--- config.mk ---
export PLATFORM = sky130hd
export DESIGN_NAME = audio_clock_scheduler_flat
export DESIGN_NICKNAME = d
export VERILOG_FILES = /design/src/rtl/audio_clock_scheduler_pkg.sv /design/src/rtl/audio_clock_scheduler_if.sv /design/src/rtl/audio_clock_scheduler_tick_prescaler.sv /design/src/rtl/audio_clock_scheduler.sv /design/src/flat_wrapper.sv
export SDC_FILE = /design/constraint.sdc
export NUM_CORES = 1
export LEC_CHECK = 0
export ABC_AREA = 1
export BUFFER_PORTS_ARGS = -buffer_cell sky130_fd_sc_hd__buf_2
export CAP_MARGIN = 20
export CORE_AREA = 2 2 70 72
export DETAILED_ROUTE_END_ITERATION = 8
export DIE_AREA = 0 0 72 74
export GPL_TIMING_DRIVEN = 1
export HOLD_SLACK_MARGIN = 0.12
export SETUP_SLACK_MARGIN = 0.2
export SLEW_MARGIN = 5
export SYNTH_ARGS = -nofsm -noshare
export SYNTH_HDL_FRONTEND = slang
export SYNTH_HIERARCHICAL = 1
export SYNTH_SLANG_ARGS = --single-unit
--- constraint.sdc ---
create_clock -name clk_sys -period 2 [get_ports clk_sys]
set_input_delay 0.2 -clock clk_sys [delete_from_list [all_inputs] [get_ports clk_sys]]
set_output_delay 0.2 -clock clk_sys [all_outputs]
set_load 0.01 [all_outputs]
--- src/rtl/audio_clock_scheduler_pkg.sv ---
`default_nettype none
// ============================================================================
// Module      : audio_clk_pkg
// Description : Shared types and constants for the audio clock scheduler.
// Revision    : 1.0 - initial release
// ============================================================================
package audio_clk_pkg;

    // Default prescaler / divide-value width
    localparam int CNT_W_DEF       = 8;
    // Default number of bclk periods per channel slot
    localparam int BITS_PER_CH_DEF = 16;
    // Smallest divide value the controller will run with
    localparam int DIV_MIN         = 1;

    // Controller operating state
    typedef enum logic [1:0] {
        IDLE  = 2'd0,
        RUN   = 2'd1,
        DRAIN = 2'd2
    } state_t;

endpackage
`default_nettype wire

--- src/rtl/audio_clock_scheduler_if.sv ---
`default_nettype none
// ============================================================================
// Module      : audio_clock_scheduler_if
// Description : Divide-value configuration handshake (valid/ready).
// Revision    : 1.0 - initial release
// ============================================================================
interface audio_clock_scheduler_if
    import audio_clk_pkg::*;
#(
    parameter int CNT_W = CNT_W_DEF
);
    logic             cfg_valid;
    logic [CNT_W-1:0] cfg_div;
    logic             cfg_ready;

    modport master (output cfg_valid, output cfg_div, input cfg_ready);
    modport slave  (input cfg_valid, input cfg_div, output cfg_ready);
endinterface
`default_nettype wire

--- src/rtl/audio_clock_scheduler_tick_prescaler.sv ---
`default_nettype none
// ============================================================================
// Module      : tick_prescaler
// Description : Modulo counter 0..i_div with synchronous clear; o_tick marks
//               the terminal count.
// Revision    : 1.0 - initial release
// ============================================================================
module tick_prescaler
    import audio_clk_pkg::*;
#(
    parameter int CNT_W = CNT_W_DEF
) (
    input  wire logic             clk_sys,
    input  wire logic             rst,
    input  wire logic             i_clear,
    input  wire logic [CNT_W-1:0] i_div,
    output logic                  o_tick
);
    logic [CNT_W-1:0] r_cnt;

    // A cleared counter never ticks, so nothing downstream moves while idle
    assign o_tick = !i_clear && (r_cnt == i_div);

    // Count up, wrapping to zero on the terminal count or when cleared
    always_ff @(posedge clk_sys) begin
        if (rst || i_clear) begin
            r_cnt <= '0;
        end else if (o_tick) begin
            r_cnt <= '0;
        end else begin
            r_cnt <= r_cnt + CNT_W'(1);
        end
    end
endmodule
`default_nettype wire

--- src/rtl/audio_clock_scheduler.sv ---
`default_nettype none
// ============================================================================
// Module      : audio_clock_scheduler
// Description : Generates bclk / lrck and datapath strobes from clk_sys with
//               a run-time divide value that changes only on frame boundaries.
// Revision    : 1.0 - initial release
// ============================================================================
module audio_clock_scheduler
    import audio_clk_pkg::*;
#(
    parameter int CNT_W       = CNT_W_DEF,
    parameter int DEFAULT_DIV = 4,
    parameter int BITS_PER_CH = BITS_PER_CH_DEF
) (
    input  wire logic              clk_sys,
    input  wire logic              rst,
    input  wire logic              en,
    audio_clock_scheduler_if.slave cfg,
    output logic [CNT_W-1:0]       div_active,
    output logic                   bclk,
    output logic                   lrck,
    output logic                   bclk_fall_en,
    output logic                   sample_strobe,
    output logic                   busy
);
    localparam int               c_bit_w     = (BITS_PER_CH > 1) ? $clog2(BITS_PER_CH) : 1;
    localparam logic [c_bit_w-1:0] c_bit_last  = c_bit_w'(BITS_PER_CH - 1);
    localparam logic [CNT_W-1:0] c_div_reset = CNT_W'(DEFAULT_DIV);
    localparam logic [CNT_W-1:0] c_div_floor = CNT_W'(DIV_MIN);

    state_t             r_state;
    state_t             w_state_next;
    logic               w_clear;
    logic               w_tick;
    logic               w_fall;
    logic               w_wrap;
    logic               w_xfer;
    logic [CNT_W-1:0]   w_cfg_div;
    logic [CNT_W-1:0]   r_div_active;
    logic [CNT_W-1:0]   r_pend_div;
    logic               r_pending;
    logic               r_bclk;
    logic               r_lrck;
    logic               r_fall_en;
    logic               r_strobe;
    logic [c_bit_w-1:0] r_bit_cnt;

    assign div_active    = r_div_active;
    assign bclk          = r_bclk;
    assign lrck          = r_lrck;
    assign bclk_fall_en  = r_fall_en;
    assign sample_strobe = r_strobe;
    assign busy          = (r_state != IDLE);
    assign cfg.cfg_ready = !r_pending;

    // Timing is held at zero while idle and on the cycle that enters idle
    assign w_clear   = (r_state == IDLE) || (w_state_next == IDLE);
    assign w_fall    = w_tick && r_bclk;
    assign w_wrap    = (r_bit_cnt == c_bit_last);
    assign w_xfer    = cfg.cfg_valid && !r_pending;
    assign w_cfg_div = (cfg.cfg_div == '0) ? c_div_floor : cfg.cfg_div;

    tick_prescaler #(
        .CNT_W (CNT_W)
    ) u_prescaler (
        .clk_sys (clk_sys),
        .rst     (rst),
        .i_clear (w_clear),
        .i_div   (r_div_active),
        .o_tick  (w_tick)
    );

    // State register
    always_ff @(posedge clk_sys) begin
        if (rst) begin
            r_state <= IDLE;
        end else begin
            r_state <= w_state_next;
        end
    end

    // Next state: a stop only takes effect once the current frame has closed
    always_comb begin
        w_state_next = r_state;
        case (r_state)
            IDLE:    if (en) w_state_next = RUN;
            RUN:     if (!en) w_state_next = DRAIN;
            DRAIN: begin
                if (en) begin
                    w_state_next = RUN;
                end else if (r_strobe) begin
                    w_state_next = IDLE;
                end
            end
            default: w_state_next = IDLE;
        endcase
    end

    // bclk / lrck generation and the strobes aligned to bclk falling edges
    always_ff @(posedge clk_sys) begin
        if (rst) begin
            r_bclk    <= 1'b0;
            r_lrck    <= 1'b0;
            r_bit_cnt <= '0;
            r_fall_en <= 1'b0;
            r_strobe  <= 1'b0;
        end else begin
            r_fall_en <= w_fall;
            r_strobe  <= w_fall && w_wrap && r_lrck;
            if (w_clear) begin
                r_bclk    <= 1'b0;
                r_lrck    <= 1'b0;
                r_bit_cnt <= '0;
            end else if (w_tick) begin
                r_bclk <= !r_bclk;
                if (r_bclk) begin
                    if (w_wrap) begin
                        r_bit_cnt <= '0;
                        r_lrck    <= !r_lrck;
                    end else begin
                        r_bit_cnt <= r_bit_cnt + c_bit_w'(1);
                    end
                end
            end
        end
    end

    // Divide value: direct load when idle, otherwise parked until a frame ends.
    // Only a value already parked before the strobe cycle is applied there.
    always_ff @(posedge clk_sys) begin
        if (rst) begin
            r_div_active <= c_div_reset;
            r_pend_div   <= '0;
            r_pending    <= 1'b0;
        end else begin
            if (r_pending && r_strobe) begin
                r_div_active <= r_pend_div;
                r_pending    <= 1'b0;
            end
            if (w_xfer) begin
                if (r_state == IDLE) begin
                    r_div_active <= w_cfg_div;
                end else begin
                    r_pend_div <= w_cfg_div;
                    r_pending  <= 1'b1;
                end
            end
        end
    end
endmodule
`default_nettype wire

--- src/flat_wrapper.sv ---
// flat-port wrapper written by rule: the top's interface ports become plain ports
module audio_clock_scheduler_flat import audio_clk_pkg::*;
#(
    parameter int CNT_W       = CNT_W_DEF,
    parameter int DEFAULT_DIV = 4,
    parameter int BITS_PER_CH = BITS_PER_CH_DEF
)
  (clk_sys, rst, en, div_active, bclk, lrck, bclk_fall_en, sample_strobe, busy, cfg_cfg_valid, cfg_cfg_div, cfg_cfg_ready);
  audio_clock_scheduler_if #(.CNT_W(CNT_W)) cfg_i ();
  input  wire logic clk_sys;
  input  wire logic rst;
  input  wire logic en;
  output logic [CNT_W-1:0] div_active;
  output logic bclk;
  output logic lrck;
  output logic bclk_fall_en;
  output logic sample_strobe;
  output logic busy;
  input wire logic [$bits(cfg_i.cfg_valid)-1:0] cfg_cfg_valid;
  input wire logic [$bits(cfg_i.cfg_div)-1:0] cfg_cfg_div;
  output wire logic [$bits(cfg_i.cfg_ready)-1:0] cfg_cfg_ready;
  assign cfg_i.cfg_valid = cfg_cfg_valid;
  assign cfg_i.cfg_div = cfg_cfg_div;
  assign cfg_cfg_ready = cfg_i.cfg_ready;
  audio_clock_scheduler #(.CNT_W(CNT_W), .DEFAULT_DIV(DEFAULT_DIV), .BITS_PER_CH(BITS_PER_CH)) u_core (.clk_sys(clk_sys), .rst(rst), .en(en), .cfg(cfg_i), .div_active(div_active), .bclk(bclk), .lrck(lrck), .bclk_fall_en(bclk_fall_en), .sample_strobe(sample_strobe), .busy(busy));
endmodule
==> impl_results.md, run 1 <==
- Status: completed
- Largest net degree at the start of global routing: 17
- RSZ-0062 raised after global routing: no
- Initial DRC Count: 71
- Final Hold Fails: 0
- Fill cells: 491
- Number of I/O pins: 26
- R2R cell count: 15
- Share of layout cells above drive strength 1: 24.46%
- Worst-Margin Slew: 0.4555 ns
- Total grt overflow: 0
- Post-Synthesis Cells: around 250
- CTS root buffer: clkbuf_8
- Final slew viol count: 0
- #FFs+latches synth: 35
- FMAX: 590.0 MHz
- Startpoint Class: flip-flop
- DR vias/cell: 4.554
- Htree depth: 2
- Worst rel slew slack: a little over two thirds
- Peak supply drop: 450.5 µV
- Mean post-synth cell area: between 7 and 8 µm²
- Area added between synthesis and finish: 18.16%
- Global-route wire length before repair: just under 6 mm
- P_leak: approximately 1 nW
- Clk_lat worst skew: between 0.2 and 0.3 ns
- Routed vias: between 1500 and 2000
- Core Rows: 25
- Total wire length: around 3.6 mm
- CTS tree: yes
- Setup TNS: 0 ns
- DRC Markers: 0
- Data arrival, critical path: 1.91 ns
- Routed WL per cell: roughly 11 µm
- Type of the tightest min-delay check: in -> reg
- Footprint of the multi-input gates: about 890 µm²
- Vias in the first global route: between 1000 and 1500
- Initial Util: a little under two fifths
- Gpl congestion: 0.8246
- Total power: between 1 and 1.5 mW
- Post-synthesis sequential area ratio: 40.20%
- Clock tree sinks: 35
- Setup violators final: 0
- Netlist cell types: 27
- Gr usage total: around 14%
- Die ar.: roughly 5300 µm²
- Syn nets: 260
- Clock-pin slew on the worst setup and hold paths: approximately 0.070 ns
- Yosys warning count: 6
- Pwr/cell area: ~710 nW/µm²
- Initial antenna violation count: 0
- Final Cycle Share: between 80 and 90%
- CTS Buf Count: 5
- Setup crit end kind: flip-flop
- FF+latch area: just over 700 µm²
- Post-DRT Antenna Nets: 0
- DPL Wire Length: about 2.6 mm
- Worst clock skew: between 0.002 and 0.0025 ns
- Crit path kind: reg -> reg
- I/O Buffers: 25
- Required time of the critical path: about 2.2 ns
- Nets: 292
- Post-Syn Area: 1743 µm²
- Max_cap viols: 0
- Setup ws final: between 0.3 and 0.4 ns
- DP Worst Slack: between 0.2 and 0.25 ns
- N_diodes: 0
- WHS Path Cells: 3
- Crit path time final: ~1.7 ns
- Clock Path Buffers: 2
- Die X: approximately 70 µm
- Core ar.: ~4600 µm²
- Chip height: between 70 and 80 µm
- First drt pass iteration count: 4
- Worst-path maximum fanout: 5
==> worst max-delay path, cell delays in order, from the launching register on <==
cell and delay (ns):
dfxtp_4 0.37, nand2_4 0.07, inv_2 0.05, nor2_4 0.10, nand2_2 0.05, a21oi_1 0.11, nand2_1 0.07, nor2_2 0.11
nand3_2 0.09, inv_2 0.09, nand2_4 0.07, nor2_4 0.15, nand3_2 0.10, nand2_1 0.09, nand2_1 0.05, nor2_1 0.07
==> cells in the final DEF (no fill, tap or decap), drive strengths merged <==
master	count
xnor2	2
o211ai	1
clkbuf	6
xor2	7
nand3	22
a211oi	1
buf	28
dlygate4sd3	1
dfxtp	35
ha	2
nand2	58
inv	41
o21ai	14
a21oi	11
nor3	2
nor2	44
nand4	2
clkinv	1
==> area by class of cell <==
type                    instances  area share, %
clock buffers                   6          4.010
clock inverters                 1         0.2430
inverters                      41          7.473
multi-input cells             166          43.07
flip-flops and latches         35          34.26
well taps                      54          3.281
repair buffers                 29          7.655
==> power breakdown <==
part           switching (mW)  leakage (nW)  internal (mW)
logic                   0.116         0.655         0.0724
clock network           0.243        0.0470          0.270
registers              0.0258         0.287          0.727
total                   0.384         0.989           1.07
==> state kept, by name (all words and copies together) (netlist names), 2 cells and up <==
register and cells:
u_core/div_active 8, u_core/r_pend_div 8, u_core/u_prescaler/r_cnt 8, u_core/r_bit_cnt 4
u_core/r_state 2
==> layer usage <==
metal | part of all wire (%) | up-vias | track usage, %
met4 | 1.7 | 0 | 6.918
met5 | 0 | - | 0
met3 | 3.5 | 5 | 2.846
li1 | - | 822 | -
met2 | 46 | 22 | 22.63
met1 | 48 | 663 | 19.19
==> cell families (layout without fill, tap and decap cells) <==
logic type / after synthesis / count (layout) / synth area share [%]
buf+inv: 45 / 77 / 11.06
compound gates: 27 / 27 / 8.471
flops: 35 / 35 / 40.20
xor+xnor: 9 / 9 / 4.523
fa+ha+maj: 2 / 2 / 1.436
simple gates: 128 / 128 / 34.31
==> path summary, 6_finish.rpt <==
check	to	slack (ns)	from
min	u_core/r_pend_div[2]	0.18	cfg_cfg_div[2]
max	u_core/lrck	0.31	u_core/r_state[0]
min reg2reg	u_core/r_bit_cnt[2]	0.47	u_core/r_bit_cnt[2]
max reg2reg	u_core/lrck	0.31	u_core/r_state[0]
==> cells in the mapped netlist (all sizes together) <==
cell type	number	share of area [%]
nand2	58	13
nor2	44	11
inv	41	8.8
dfxtp	35	40
nand3	22	7.8
o21ai	14	4.2
a21oi	11	3.4
xor2	7	3.5
buf	3	1.8
ha	2	1.4
nand4	2	0.72
nor3	2	0.86
xnor2	2	1.0
a211oi	1	0.43
clkbuf	1	0.43
o211ai	1	0.43
==> per-stage QoR <==
step                      hold slack (ns)  utilization (%)  cell area, µm²  instances
after floorplan                    0.2724                -            1743        246
after global placement             0.3944            41.58            1912        323
after detailed placement           0.3925            41.58            1912        323
after CTS                          0.1782            43.81            2014        331
after global routing               0.1918            44.79            2059        332
final                              0.1796            44.79            2059        332
==> timing repair <==
| item | in CTS | in global routing |
|---|---|---|
| hold buffers | 1 | 0 |
| cloned | 0 | 0 |
| endpoints found under the hold margin | 1 | 0 |
| setup endpoints to repair | 1 | 6 |
| pin swaps | 0 | 7 |
| resized for setup | 1 | 13 |
| setup buffers | 0 | 1 |
Note: power is estimated with default switching activity, not from simulation.
==> inputs of run 2 (changes only) <==
==> constraint.sdc (replaced) <==
create_clock -name clk_sys -period 1.4 [get_ports clk_sys]
set_input_delay 0.14 -clock clk_sys [delete_from_list [all_inputs] [get_ports clk_sys]]
set_output_delay 0.14 -clock clk_sys [all_outputs]
set_load 0.01 [all_outputs]
==> run 2 against run 1 <==
The flow now finishes with violations (setup timing). Sequential share of layout area is 5.7 points lower. Sequential power is 42% higher. Non-clock buffer count is 45 higher. Setup slack worse by 0.63 ns. Routed wire length is 21% higher. Cell area is 21% higher. Core utilization is 9.3 points higher. Die area stayed put. Register-to-register slack worse by 0.63 ns. Critical path type unchanged. Largest power group unchanged. Highest routed layer unchanged.
==> impl_results.md, run 2 (synthesized netlist as in run 1, its figures left out) <==
- Post-DRT Antenna Nets: 0 (unchanged)
- Core ar.: 4598 µm² (unchanged)
- Required time of the critical path: 1.57 ns (-0.65 ns)
- Initial antenna violation count: 0 (unchanged)
- Register-to-register setup slack: -0.33 ns (-0.63 ns)
- Worst rel slew slack: 77.15% (+7.6 points)
- Startpoint Class: flip-flop
- Status: finished with violations
- Final Cycle Share: 123.3% (+39 points)
- Total wire length: 4.361 mm (+21%)
- Global-route wire length before repair: 7.189 mm (+21%)
- Commonest non-fill, non-tap cell in the layout: nand2_1
- Initial Util: 37.90% (unchanged)
- Die X: 72 µm (unchanged)
- Gpl congestion: 0.7971 (-3.3%)
- CP Cell Sequence: nand2_4 -> inv_4 -> nor2_4 -> nand2_2 -> a21oi_2 -> nand2_1 -> nor2_2 -> nand3_2 -> inv_2 -> nand2_4 -> buf_4 -> buf_4 -> nand2_1 -> a21oi_1
- Clock tree sinks: 35 (unchanged)
- FMAX: 579.4 MHz (-1.8%)
- First drt pass iteration count: 4 (unchanged)
- CTS tree: yes
- Type of the tightest min-delay check: in -> reg
- Cell Count, Final, Fillers Out: 378 (+14%)
- Worst clock skew: 0.002511 ns (+0.0003035 ns)
- Worst-path maximum fanout: 5 (unchanged)
- Slowest-stage cell, CP: dfxtp_4
- Htree depth: 2 (unchanged)
- Crit-path max cell delay: 0.37 ns (about the same)
- Top delay family on crit path: simple AND/OR/NAND/NOR gates
- DP Worst Slack: -0.2618 ns (-0.4693 ns)
- Area added between synthesis and finish: 42.64%
- Vias in the first global route: 1673 (+26%)
- Pwr/cell area: 905.2 nW/µm² (+28%)
- Largest net degree at the start of global routing: 15 (-2)
- Routed vias: 1699 (+12%)
- Chip height: 74 µm (unchanged)
- Number of I/O pins: 26 (unchanged)
- RSZ-0062 raised after global routing: yes
- WHS: 0.1342 ns (-0.04548 ns)
- Final slew viol count: 0 (unchanged)
- Crit path to: u_core/r_bit_cnt[1]
- Gr usage total: 17.76% (+3.3 points)
- Stages on worst setup path: 14 (-1)
- Total grt overflow: 0 (unchanged)
- Final Hold Fails: 0 (unchanged)
- Buf/Inv on CP: 4 (+2)
- Post-Place Cells: 351 (+8.7%)
- Most frequent cells in the layout: nand2_1, buf_4, inv_1
- Clock-pin slew on the worst setup and hold paths: 0.07 ns (about the same)
- Core Rows: 25 (unchanged)
- Crit path time final: 1.726 ns (+0.03098 ns)
- Routed WL per cell: 11.54 µm (+6.2%)
- DPL Wire Length: 2.938 mm (+11%)
- Final Util: 54.07% (+9.3 points)
- Failing checks: setup timing
- P_leak: 1.215 nW (+23%)
- Crit path kind: reg -> reg
- Share of layout cells above drive strength 1: 34.57% (+10 points)
- FF-to-FF End: u_core/r_bit_cnt[1]
- CTS root buffer: clkbuf_8
- Setup crit end kind: flip-flop
- Clock Path Buffers: 2 (unchanged)
- CP startpoint: u_core/r_state[1]
- Setup violators final: 16 (+16)
- CTS Buf Count: 5 (unchanged)
- Setup ws final: -0.3258 ns (-0.6310 ns)
- Clk_lat worst skew: 0.29 ns (about the same)
- R2R Path Start: u_core/r_state[1]
- N_diodes: 0 (unchanged)
- Data arrival, critical path: 1.89 ns (-0.02 ns)
- Worst-Margin Slew: 0.3414 ns (-0.1141 ns)
- Peak supply drop: 595.4 µV (+32%)
- DR vias/cell: 4.495 (-1.3%)
- DRC Markers: 0 (unchanged)
- Initial DRC Count: 72 (+1.4%)
- R2R cell count: 14 (-1)
- Nets: 337 (+15%)
- Max_cap viols: 0 (unchanged)
- Die ar.: 5328 µm² (unchanged)
- I/O Buffers: 25 (unchanged)
==> run 2: metal layers <==
| layer | track usage [%] | routed length, µm | vias up |
|---|---|---|---|
| met2 | 31.69 | 2137 | 34 |
| met3 | 4.336 | 171 | 9 |
| met4 | 8.176 | 95 | 0 |
| met5 | 0 | 0 | - |
| li1 | - | - | 912 |
| met1 | 20.15 | 1957 | 744 |
==> run 2: worst min path at each step <==
stage,startpoint,endpoint,slack (ns),cells after the start
finish,cfg_cfg_div[6],u_core/r_pend_div[6],0.13,3
global route,rst,u_core/bclk_fall_en,0.13,2
CTS,cfg_cfg_div[6],u_core/r_pend_div[6],0.12,3
detailed placement,en,u_core/r_state[1],0.41,3
global placement,en,u_core/r_state[1],0.41,3
floorplan,rst,u_core/r_state[0],0.21,1
==> run 2: repair_timing <==
action	CTS	global route
endpoints found under the setup margin	23	29
gates resized for setup	6	26
buffers inserted	8	5
pin swaps	5	7
endpoints found under the hold margin	7	0
hold buffers	6	0
==> run 2: worst reg2reg max path, delay by kind of cell, from the launching register on <==
family,cells,cell delay (ns)
AO/OA/AOI/OAI,2,0.19
buffers and inverters,4,0.41
flip-flops,1,0.37
AND/OR/NAND/NOR,8,0.65
==> run 2: area by class of cell <==
cell class,instances,area [µm²]
flip-flops and latches,35,709.4
clock buffers,8,100.1
fillers,446,2112
multi-input cells,166,915.9
inverters,41,163.9
repair buffers,74,529.3
well taps,54,67.56
==> run 2: power breakdown <==
group	switching (mW)	leakage [nW]	internal, mW	total (mW)
sequential	0.0360	0.287	1.04	1.07
clock	0.357	0.0515	0.449	0.806
combinational	0.196	0.876	0.174	0.371
==> run 2: per-stage QoR <==
step | TNS (ns) | total power, mW | area, µm²
6_report | -3.907 | 2.251 | 2486
5_1_grt | -5.757 | 2.378 | 2486
4_1_cts | -1.949 | 2.252 | 2385
3_5_place_dp | -2.036 | 1.413 | 2142
3_3_place_gp | -1.337 | 1.408 | 2142
2_1_floorplan | -0.7128 | 1.283 | 1763
